### src/rtl/fetch_pkg.sv
// Shared types and constants for the instruction fetch unit.
package fetch_pkg;

    localparam int WORD_BYTES = 4;

    typedef enum logic [1:0] {
        RUN   = 2'd0,
        END   = 2'd1,
        FAULT = 2'd2
    } fetch_state_t;

    typedef struct packed {
        logic [31:0] pc;
        logic [31:0] instr;
    } fetch_entry_t;

endpackage

### src/rtl/fetch_queue.sv
// Small synchronous FIFO of {pc, instr} pairs; head is read straight from the
// entry registers so a pushed entry is visible the cycle after the push edge.
module fetch_queue
    import fetch_pkg::*;
#(
    parameter int DEPTH = 4
) (
    input  logic         clk,
    input  logic         reset,
    input  logic         i_push,
    input  fetch_entry_t i_entry,
    input  logic         i_pop,
    input  logic         i_flush,
    output fetch_entry_t o_head,
    output logic         o_full,
    output logic         o_empty
);

    localparam int AW = $clog2(DEPTH);

    fetch_entry_t   r_mem [DEPTH];
    logic [AW-1:0]  r_wr_ptr;
    logic [AW-1:0]  r_rd_ptr;
    logic [AW:0]    r_count;
    logic           w_do_push;
    logic           w_do_pop;

    assign o_full    = (r_count == (AW+1)'(DEPTH));
    assign o_empty   = (r_count == '0);
    assign o_head    = r_mem[r_rd_ptr];
    // Guards make the FIFO safe even if a caller over-pushes or over-pops.
    assign w_do_push = i_push && !i_flush && (!o_full || i_pop);
    assign w_do_pop  = i_pop && !i_flush && !o_empty;

    generate
        for (genvar gi = 0; gi < DEPTH; gi++) begin : g_entry
            always_ff @(posedge clk or posedge reset) begin
                if (reset) begin
                    r_mem[gi] <= '0;
                end else if (w_do_push && (r_wr_ptr == AW'(gi))) begin
                    r_mem[gi] <= i_entry;
                end
            end
        end
    endgenerate

    always_ff @(posedge clk or posedge reset) begin
        if (reset) begin
            r_wr_ptr <= '0;
            r_rd_ptr <= '0;
            r_count  <= '0;
        end else if (i_flush) begin
            r_wr_ptr <= '0;
            r_rd_ptr <= '0;
            r_count  <= '0;
        end else begin
            if (w_do_push) r_wr_ptr <= r_wr_ptr + 1'b1;
            if (w_do_pop)  r_rd_ptr <= r_rd_ptr + 1'b1;
            case ({w_do_push, w_do_pop})
                2'b10:   r_count <= r_count + 1'b1;
                2'b01:   r_count <= r_count - 1'b1;
                default: r_count <= r_count;
            endcase
        end
    end

endmodule

### src/rtl/fetch_controller.sv
// Fetch PC, end-of-memory / fault FSM and redirect handling in front of the
// prefetch queue that feeds decode.
module fetch_controller
    import fetch_pkg::*;
#(
    parameter int          DEPTH     = 4,
    parameter int          MEM_WORDS = 64,
    parameter logic [31:0] RESET_PC  = 32'h0
) (
    input  logic        clk,
    input  logic        reset,
    output logic [31:0] imem_addr,
    input  logic [31:0] imem_rd,
    output logic        inst_valid,
    output logic [31:0] inst_data,
    output logic [31:0] inst_pc,
    input  logic        inst_ready,
    input  logic        redirect_valid,
    input  logic [31:0] redirect_pc,
    input  logic        halt,
    output logic        fault,
    output logic [1:0]  state_o
);

    localparam logic [31:0] LAST_PC = 32'((MEM_WORDS - 1) * WORD_BYTES);
    localparam logic [31:0] END_PC  = 32'(MEM_WORDS * WORD_BYTES);

    fetch_state_t r_state;
    logic [31:0]  r_fetch_pc;
    logic         r_fault;

    fetch_entry_t w_head;
    fetch_entry_t w_entry;
    logic         w_full;
    logic         w_empty;
    logic         w_pop;
    logic         w_push;
    logic         w_flush;
    logic         w_in_range;

    assign w_in_range = (r_fetch_pc < END_PC);
    assign inst_valid = !w_empty && (r_state != FAULT);
    assign w_pop      = inst_valid && inst_ready;
    assign w_flush    = redirect_valid && (r_state != FAULT);
    assign w_push     = (r_state == RUN) && !redirect_valid && !halt && w_in_range
                        && (!w_full || w_pop);
    assign w_entry    = '{pc: r_fetch_pc, instr: imem_rd};

    assign imem_addr  = r_fetch_pc;
    assign inst_data  = w_head.instr;
    assign inst_pc    = w_head.pc;
    assign fault      = r_fault;
    assign state_o    = r_state;

    fetch_queue #(.DEPTH(DEPTH)) u_queue (
        .clk     (clk),
        .reset   (reset),
        .i_push  (w_push),
        .i_entry (w_entry),
        .i_pop   (w_pop),
        .i_flush (w_flush),
        .o_head  (w_head),
        .o_full  (w_full),
        .o_empty (w_empty)
    );

    always_ff @(posedge clk or posedge reset) begin
        if (reset) begin
            r_state    <= RUN;
            r_fetch_pc <= RESET_PC;
            r_fault    <= 1'b0;
        end else if (r_state != FAULT) begin
            if (redirect_valid) begin
                if (redirect_pc[1:0] != 2'b00) begin
                    r_state <= FAULT;
                    r_fault <= 1'b1;
                end else begin
                    r_state    <= RUN;
                    r_fetch_pc <= redirect_pc;
                end
            end else if (r_state == RUN) begin
                // Leaving RUN after the last word is fetched lets the queue drain.
                if (w_push) begin
                    r_fetch_pc <= r_fetch_pc + 32'(WORD_BYTES);
                    if (r_fetch_pc == LAST_PC) r_state <= END;
                end else if (!w_in_range) begin
                    r_state <= END;
                end
            end
        end
    end

endmodule

### config.mk
export PLATFORM = sky130hd
export DESIGN_NAME = fetch_controller
export DESIGN_NICKNAME = d
export VERILOG_FILES = /design/src/rtl/fetch_pkg.sv /design/src/rtl/fetch_queue.sv /design/src/rtl/fetch_controller.sv
export SDC_FILE = /design/constraint.sdc
export NUM_CORES = 1
export LEC_CHECK = 0
export ABC_AREA = 1
export CORE_UTILIZATION = 50
export CTS_CLUSTER_DIAMETER = 40
export DETAILED_ROUTE_END_ITERATION = 12
export PLACE_DENSITY = 0.87
export SETUP_SLACK_MARGIN = 0.02
export SYNTH_ARGS = -nofsm -noshare
export SYNTH_HDL_FRONTEND = slang
export SYNTH_SLANG_ARGS = --single-unit
### constraint.sdc
create_clock -name clk -period 9.6 [get_ports clk]
set_clock_uncertainty 0.15 [all_clocks]
set_input_delay 0.96 -clock clk [delete_from_list [all_inputs] [get_ports clk]]
set_output_delay 0.96 -clock clk [all_outputs]
set_load 0.005 [all_outputs]
### Yosys cells after proc, flatten, opt, wreduce, memory -nomap -nowiden

Index checks and enable logic that the tools add are counted.

| operators by class | value |
|---|---|
| $mul | 0 |
| muxes and demuxes | 19 |
| reduce and logical (&&, ||, !) cells | 33 |
| magnitude comparators | 2 |
| shifts and indexed selects | 0 |
| bitwise logic cells | 1 |
| eq/ne operators | 11 |
| divide/modulo/power cells | 0 |
| $add $sub $neg | 5 |

Operator list:

| kind | count |
|---|---|
| 64-bit binary-select mux with 2-bit select | 1 |
| 32-bit 2-to-1 mux | 4 |
| 64-bit 2-to-1 mux | 2 |
| 32-bit by 3-bit adder with 32-bit output (second input constant) | 1 |
| 32-bit by 8-bit equality test with 1-bit output (second input constant) | 1 |
| 32-bit by 9-bit < comparator with 1-bit output (second input constant) | 1 |
| 2-bit 2-to-1 mux | 10 |
| 1-bit logical AND | 15 |
| 2-bit nonzero test | 5 |
| 4-bit AND reduction | 2 |
| 2-bit equality test (second input constant) | 3 |
| 3-bit case mux with 2 select lines | 1 |
| 1-bit logical NOT | 5 |
| 2-bit by 1-bit adder with 2-bit output (second input constant) | 2 |
| 2-bit by 1-bit equality test with 1-bit output (second input constant) | 2 |
| 2-bit logical NOT | 2 |
| 2-bit != test (second input constant) | 2 |
| 3-bit by 1-bit adder with 3-bit output (second input constant) | 1 |
| 3-bit equality test (second input constant) | 1 |
| 3-bit greater-or-equal comparator (second input constant) | 1 |
| 3-bit logical NOT | 1 |
| 3-bit 2-to-1 mux | 1 |
| 3-bit by 2-bit != test with 1-bit output (second input constant) | 1 |
| 3-bit != test (second input constant) | 1 |
| 5 further kinds | 5 |

| storage, ports and cells | value |
|---|---|
| bits of input ports | 69 |
| memories kept | 0 |
| ROM bits | 0 |
| RAM bits | 0 |
| word-level logic and storage cells | 85 |
| latch bits | 0 |
| register bits after elaboration | 298 |

### Longest topological paths before layout

| depth | value |
|---|---|
| word-level depth | 11 |
| depth in mapped cells | 13 |
| gate-level depth less buffers | 12 |

### By module

From an unflattened synthesis, not the netlist that was laid out.

| second synthesis, totals | value |
|---|---|
| cell total of the unflattened synthesis | 1763 |
| area, all modules | 14551.5 µm² |

By module, submodules not included:

| module | times used | area each (µm²) | cells an instance |
|---|---|---|---|
| fetch_queue | 1 | 11906.4 | 1318 |
| fetch_controller | 1 | 2645.0 | 445 |

### Least setup slack after synthesis

No wires, ideal clock.

| path | value |
|---|---|
| path kind | input to register |
| from | input redirect_valid |
| to | register u_queue.r_count[2] |
| setup slack | 6.729 ns |
| arrival | 2.595 ns |
| stages on the path | 13 |
| path buffers | 1 |
| path through | buf_2 clkinv_2 nand2_1 nor2_1 nand2_1 nor2_2 nand2_2 ha_1 fa_1 a21oi_1 o21ai_0 o21ai_0 a21oi_1 |

| between the ends | value |
|---|---|
| word-level cells in the longest chain between the ends | 10 |
| elaborated cells between the ends (all ways) | 16 |
| those cells by class | eq/ne (2); mux (2); reduce/logical (12) |

Ends and longest elaborated chain:

| what | RTL line | RTL |
|---|---|---|
| start: declaration | fetch_controller.sv:18 | `input logic redirect_valid,` |
| 1-bit logical NOT | fetch_controller.sv:45 | `assign w_push = (r_state == RUN) && !redirect_valid && !halt && w_in_range` |
| 1-bit logical AND (3 in series) | fetch_controller.sv:45 |  |
| 1-bit logical AND | fetch_controller.sv:46 | `&& (!w_full \|\| w_pop);` |
| 1-bit logical AND (2 in series) | fetch_queue.sv:32 | `assign w_do_push = i_push && !i_flush && (!o_full \|\| i_pop);` |
| 2-bit by 1-bit equality test with 1-bit output or 2-bit equality test (tied branches) | fetch_queue.sv:59 | `case ({w_do_push, w_do_pop})` |
| 3-bit case mux with 2 select lines | fetch_queue.sv:59 |  |
| 3-bit 2-to-1 mux | fetch_queue.sv:52 | `end else if (i_flush) begin` |
| end signal: assignment | fetch_queue.sv:60 | `2'b10: r_count <= r_count + 1'b1;` |
| end signal: assignment | fetch_queue.sv:61 | `2'b01: r_count <= r_count - 1'b1;` |
| end signal: assignment | fetch_queue.sv:62 | `default: r_count <= r_count;` |
| end: declaration | fetch_queue.sv:24 | `logic [AW:0] r_count;` |

Parallel ways exist; a longest one is shown, timed or not.
A chain may end at the register's enable or synchronous reset.

### Worst setup path in the final report

| path | value |
|---|---|
| from | register u_queue.r_rd_ptr[0] |
| to | output inst_data[16] |

| between the ends | value |
|---|---|
| word-level cells in the longest chain between the ends | 4 |

Ends and longest elaborated chain:

| what | RTL line | RTL |
|---|---|---|
| start: declaration | fetch_queue.sv:23 | `logic [AW-1:0] r_rd_ptr;` |
| start signal: assignment | fetch_queue.sv:58 | `if (w_do_pop) r_rd_ptr <= r_rd_ptr + 1'b1;` |
| 2-bit inverter with 3-bit output (implied by the code) | fetch_queue.sv:30 | `assign o_head = r_mem[r_rd_ptr];` |
| 64-bit binary-select mux with 2-bit select | fetch_queue.sv:30 |  |
| 64-bit 2-to-1 mux (implied by the code) (2 in series) | fetch_queue.sv:30 |  |
| end: declaration | fetch_controller.sv:15 | `output logic [31:0] inst_data,` |

Every way passes these cells. The select of a mux whose other input is x is not followed.

==> impl_results.html <==
<table>
<tr><th>Metric</th><th>Value</th></tr>
<tr><th colspan="2">Clock network</th></tr>
<tr><td>Post-cts resize count</td><td>0</td></tr>
<tr><td>Setup bufs post-CTS</td><td>0</td></tr>
<tr><td>Number of levels in the clock H-tree</td><td>2</td></tr>
<tr><td>Maximum clock path buffer count</td><td>3</td></tr>
<tr><td>Worst skew pair latency</td><td>approximately 0.53 ns</td></tr>
<tr><td>Library cell used as clock root buffer</td><td>sky130_fd_sc_hd__clkbuf_16</td></tr>
<tr><td>Number of buffers added to fix hold violations after cts</td><td>0</td></tr>
<tr><td>Number of sinks on the clock net</td><td>just under 300</td></tr>
<tr><td>Clock transition time at the flip-flop clock pins of the worst setup and hold paths</td><td>0.05 ns</td></tr>
<tr><td>Total clock buffers created by CTS</td><td>41</td></tr>
<tr><td>Clock tree from TritonCTS</td><td>built</td></tr>
<tr><th colspan="2">Flow run</th></tr>
<tr><td>Max-cap viol count</td><td>0</td></tr>
<tr><th colspan="2">Synth</th></tr>
<tr><td>Net count of the mapped netlist</td><td>about 1,800</td></tr>
<tr><td>Async set-reset flop share out of synthesis</td><td>100%</td></tr>
<tr><td>Count of flip-flops with a built-in enable after synthesis</td><td>0</td></tr>
<tr><td>Share of the synthesized area in the top cell type</td><td>a little under three fifths</td></tr>
<tr><td>Number of warnings printed during yosys synthesis</td><td>0</td></tr>
<tr><td>Leading area contributor after synthesis</td><td>sky130_fd_sc_hd__dfrtp_1</td></tr>
<tr><td>Cell with the most instances after synthesis</td><td>sky130_fd_sc_hd__nand2_1</td></tr>
<tr><td>Leading post-synthesis cells by instance count</td><td>sky130_fd_sc_hd__nand2_1, sky130_fd_sc_hd__dfrtp_1, sky130_fd_sc_hd__nor2_1</td></tr>
<tr><td>Yosys cell types</td><td>36</td></tr>
<tr><td>Share of synthesized area occupied by flip-flops and latches</td><td>55.1%</td></tr>
<tr><td>Top flip-flop cell by instance count after synthesis</td><td>sky130_fd_sc_hd__dfrtp_1</td></tr>
<tr><td>Cells after synthesis</td><td>roughly 1,700</td></tr>
<tr><td>Area contributors post-synth</td><td>sky130_fd_sc_hd__dfrtp_1, sky130_fd_sc_hd__nand2_1, sky130_fd_sc_hd__o21ai_0</td></tr>
<tr><td>Register bit total from synthesis</td><td>slightly below 300</td></tr>
<tr><td>Synthesized area</td><td>13,500 um^2</td></tr>
<tr><td>Post-synthesis average cell area</td><td>approximately 8 um^2</td></tr>
<tr><th colspan="2">Floorplanning</th></tr>
<tr><td>Total die area</td><td>between 20,000 and 30,000 um^2</td></tr>
<tr><td>Floorplan die height</td><td>approximately 170 um</td></tr>
<tr><td>Die Wd</td><td>approximately 170 um</td></tr>
<tr><td>Core region area</td><td>26,300 um^2</td></tr>
<tr><td>Count of boundary I/O pins</td><td>about 170</td></tr>
<tr><td>Number of standard-cell rows in the floorplan</td><td>between 50 and 60</td></tr>
<tr><td>Starting Density</td><td>roughly half</td></tr>
<tr><th colspan="2">Critical path</th></tr>
<tr><td>Sort of element at the end of the critical path</td><td>primary output</td></tr>
<tr><td>Count of cells along the worst register-to-register path</td><td>11</td></tr>
<tr><td>Critical Path AT</td><td>3.71 ns</td></tr>
<tr><td>Category of the worst setup path launch point</td><td>flip-flop</td></tr>
<tr><td>Data required time at the worst endpoint</td><td>between 8 and 9 ns</td></tr>
<tr><td>Critical path class</td><td>flip-flop to primary output</td></tr>
<tr><td>Crit Path Max Fanout</td><td>82</td></tr>
<tr><th colspan="2">Detailed routing</th></tr>
<tr><td>Per-cell routed wire length</td><td>between 15 and 20 um</td></tr>
<tr><td>Via density</td><td>approximately 5.5</td></tr>
<tr><td>Antenna Nets Post-Route</td><td>0</td></tr>
<tr><td>Total via count after detailed routing</td><td>roughly 12,000</td></tr>
<tr><td>Detailed-route wire length</td><td>approximately 36 mm</td></tr>
<tr><td>DRC violation count after routing</td><td>8</td></tr>
<tr><td>DRT iter0 DRCs</td><td>roughly 1,300</td></tr>
<tr><td>Number of search-and-repair iterations in the first detailed-routing pass</td><td>9</td></tr>
<tr><th colspan="2">Place</th></tr>
<tr><td>HPWL after detailed placement</td><td>20.6 mm</td></tr>
<tr><td>Port bufs</td><td>between 150 and 200</td></tr>
<tr><td>Cell count after placement</td><td>between 2,000 and 2,500</td></tr>
<tr><td>Worst slack after detailed placement</td><td>between 5 and 6 ns</td></tr>
<tr><td>Final weighted congestion in routability-driven placement</td><td>slightly below 0.9</td></tr>
<tr><th colspan="2">Finish</th></tr>
<tr><td>Final instance count without filler cells</td><td>between 2,000 and 2,500</td></tr>
<tr><td>Layout cells sized above 1</td><td>~5.3%</td></tr>
<tr><td>Diode count</td><td>0</td></tr>
<tr><td>Area added between synthesis and finish</td><td>22.5%</td></tr>
<tr><td>Number of nets in the layout</td><td>approximately 1,900</td></tr>
<tr><th colspan="2">Global route</th></tr>
<tr><td>Global-route wire length before repair</td><td>slightly below 60 mm</td></tr>
<tr><td>Total gr overflow</td><td>0</td></tr>
<tr><td>Maximum number of pins on one net before global-route repair</td><td>151</td></tr>
<tr><td>Initial antenna violation count</td><td>0</td></tr>
<tr><td>Total global-route track usage</td><td>between 20% and 30%</td></tr>
<tr><td>Number of global-route vias before repair</td><td>~12,000</td></tr>
<tr><th colspan="2">Power and ir drop</th></tr>
<tr><td>Sequential cell fraction of total power</td><td>43.2%</td></tr>
<tr><td>Switching power summed over all nets</td><td>~0.9 mW</td></tr>
<tr><td>Internal power component</td><td>2.41 mW</td></tr>
<tr><td>Clock group share of total power</td><td>44.9%</td></tr>
<tr><td>Gate power share</td><td>11.9%</td></tr>
<tr><td>Lkg Pwr</td><td>around 9 nW</td></tr>
<tr><td>Switching Fraction</td><td>a little over a quarter</td></tr>
<tr><td>Worst IR drop on VDD</td><td>between 0.15 and 0.2 mV</td></tr>
<tr><td>Power Dens Cells</td><td>roughly 200 nW/um^2</td></tr>
<tr><th colspan="2">Timing</th></tr>
<tr><td>Fin. Hold Viols</td><td>0</td></tr>
<tr><td>Slew Viols, Final</td><td>0</td></tr>
<tr><td>Final period util</td><td>between 50% and 60%</td></tr>
<tr><td>Tmin final</td><td>between 4 and 5 ns</td></tr>
<tr><td>Accumulated negative setup slack</td><td>0 ns</td></tr>
<tr><td>Setup repair after global routing missed its margin</td><td>false</td></tr>
<tr><td>Tightest slew margin relative to the limit</td><td>approximately 25%</td></tr>
<tr><td>Fmax achieved</td><td>208 MHz</td></tr>
<tr><td>Least-Margin Pin Slew</td><td>approximately 1.1 ns</td></tr>
<tr><td>Number of setup violations in the final report</td><td>0</td></tr>
<tr><td>Smallest setup slack after layout</td><td>4.78 ns</td></tr>
<tr><th colspan="2">Outcome</th></tr>
<tr><td>Violated checks</td><td>design-rule violations</td></tr>
<tr><td>Status</td><td>complete, but fails checks</td></tr>
<tr><th colspan="2">Hold path</th></tr>
<tr><td>Path class of the lowest-slack min-delay path</td><td>flip-flop to flip-flop</td></tr>
<tr><td>Cell depth of the worst hold path</td><td>2</td></tr>
</table>
==> cell families (layout without fill, tap and decap cells) <==
kind of cell,Yosys count,count (layout),share of synthesized area (%)
AOI/OAI and AO/OA,273,273,11.2
xor gates and xnor gates,5,5,0.324
adders and majority gates,7,7,0.703
buffers and inverters,228,383,7.48
DFF,298,298,55.1
muxes,4,4,0.296
and+or+nand+nor,877,877,24.9
==> metal layers <==
metal	vias up	part of all wire, %	wire length (um)	global-route usage, %
li1	5569	-	-	-
met1	5824	40	14200	32.1
met2	582	49	17600	44.1
met3	95	8.1	2910	5.73
met4	0	3.2	1160	10.5
met5	-	0	0	0
==> stage by stage <==
| step | hold WS (ns) | utilization, % | power [mW] | instance area [um^2] |
|---|---|---|---|---|
| floorplan | 0.281 | - | 1.61 | 13500 |
| global placement | 0.293 | 57.9 | 1.84 | 15200 |
| detailed placement | 0.297 | 57.9 | 1.85 | 15200 |
| CTS | 0.313 | 63.1 | 3.34 | 16600 |
| global route | 0.333 | 63.1 | 3.46 | 16600 |
| finish | 0.309 | 63.1 | 3.32 | 16600 |
==> worst max-delay path: stages (launching register included) <==
cell and delay (ns):
sky130_fd_sc_hd__dfrtp_4 0.71, sky130_fd_sc_hd__clkinv_2 0.57, sky130_fd_sc_hd__buf_4 0.75, sky130_fd_sc_hd__o21ai_0 0.20, sky130_fd_sc_hd__o22ai_1 0.35, sky130_fd_sc_hd__clkdlybuf4s50_1 0.58
==> layout by cell type, fill, tap and decap left out, types with 4 or more instances in the layout <==
cell	instances
sky130_fd_sc_hd__a21oi_1	11
sky130_fd_sc_hd__buf_4	4
sky130_fd_sc_hd__clkbuf_1	4
sky130_fd_sc_hd__clkbuf_16	41
sky130_fd_sc_hd__clkdlybuf4s50_1	168
sky130_fd_sc_hd__clkinv_4	5
sky130_fd_sc_hd__clkinvlp_4	6
sky130_fd_sc_hd__dfrtp_1	296
sky130_fd_sc_hd__ha_1	6
sky130_fd_sc_hd__inv_1	126
sky130_fd_sc_hd__inv_4	4
sky130_fd_sc_hd__inv_6	10
sky130_fd_sc_hd__mux2i_1	4
sky130_fd_sc_hd__nand2_1	667
sky130_fd_sc_hd__nand2_4	4
sky130_fd_sc_hd__nand3_1	12
sky130_fd_sc_hd__nor2_1	178
sky130_fd_sc_hd__nor3_1	4
sky130_fd_sc_hd__o211ai_1	9
sky130_fd_sc_hd__o21a_1	9
sky130_fd_sc_hd__o21ai_0	148
sky130_fd_sc_hd__o21ai_1	25
sky130_fd_sc_hd__o22ai_1	64
sky130_fd_sc_hd__xor2_1	5
==> final timing paths <==
kind	from	end	slack, ns
setup / recovery	u_queue.r_rd_ptr[0]$_DFFE_PP0P_	inst_data[16]	4.78
hold / removal	fault$_DFFE_PP0P_	fault$_DFFE_PP0P_	0.31
setup reg to reg	imem_addr[20]$_DFFE_PP0P_	u_queue.r_mem[221]$_DFFE_PP0P_	6.74
hold reg to reg	fault$_DFFE_PP0P_	fault$_DFFE_PP0P_	0.31
max in group asynchronous	reset	u_queue.r_rd_ptr[0]$_DFFE_PP0P_	6.91
min in group asynchronous	reset	fault$_DFFE_PP0P_	0.90
==> area by class of cell <==
type,count,area [um^2]
fill,2037,9700
sequential,298,7460
multi-input combinational,1166,5070
timing repair buffer,173,1730
clock buffer,48,1080
inverter,135,532
tap,335,419
clock inverter,27,288
==> state kept, by name, indices dropped and copies added, names as in the netlist <==
| register | cells |
|---|---|
| state_o | 2 |
| imem_addr | 32 |
| u_queue.r_mem | 256 |
| fault | 1 |
| u_queue.r_rd_ptr | 2 |
| u_queue.r_count | 3 |
| u_queue.r_wr_ptr | 2 |
==> power by group through the flow <==
stage	Combinational, mW	Sequential, mW	Clock (mW)
2_1_floorplan	0.192	1.42	0
3_3_place_gp	0.383	1.45	0
3_5_place_dp	0.393	1.45	0
4_1_cts	0.398	1.43	1.51
5_1_grt	0.440	1.45	1.57
6_report	0.396	1.44	1.49
No activity file was read; power rests on OpenSTA's default activity.
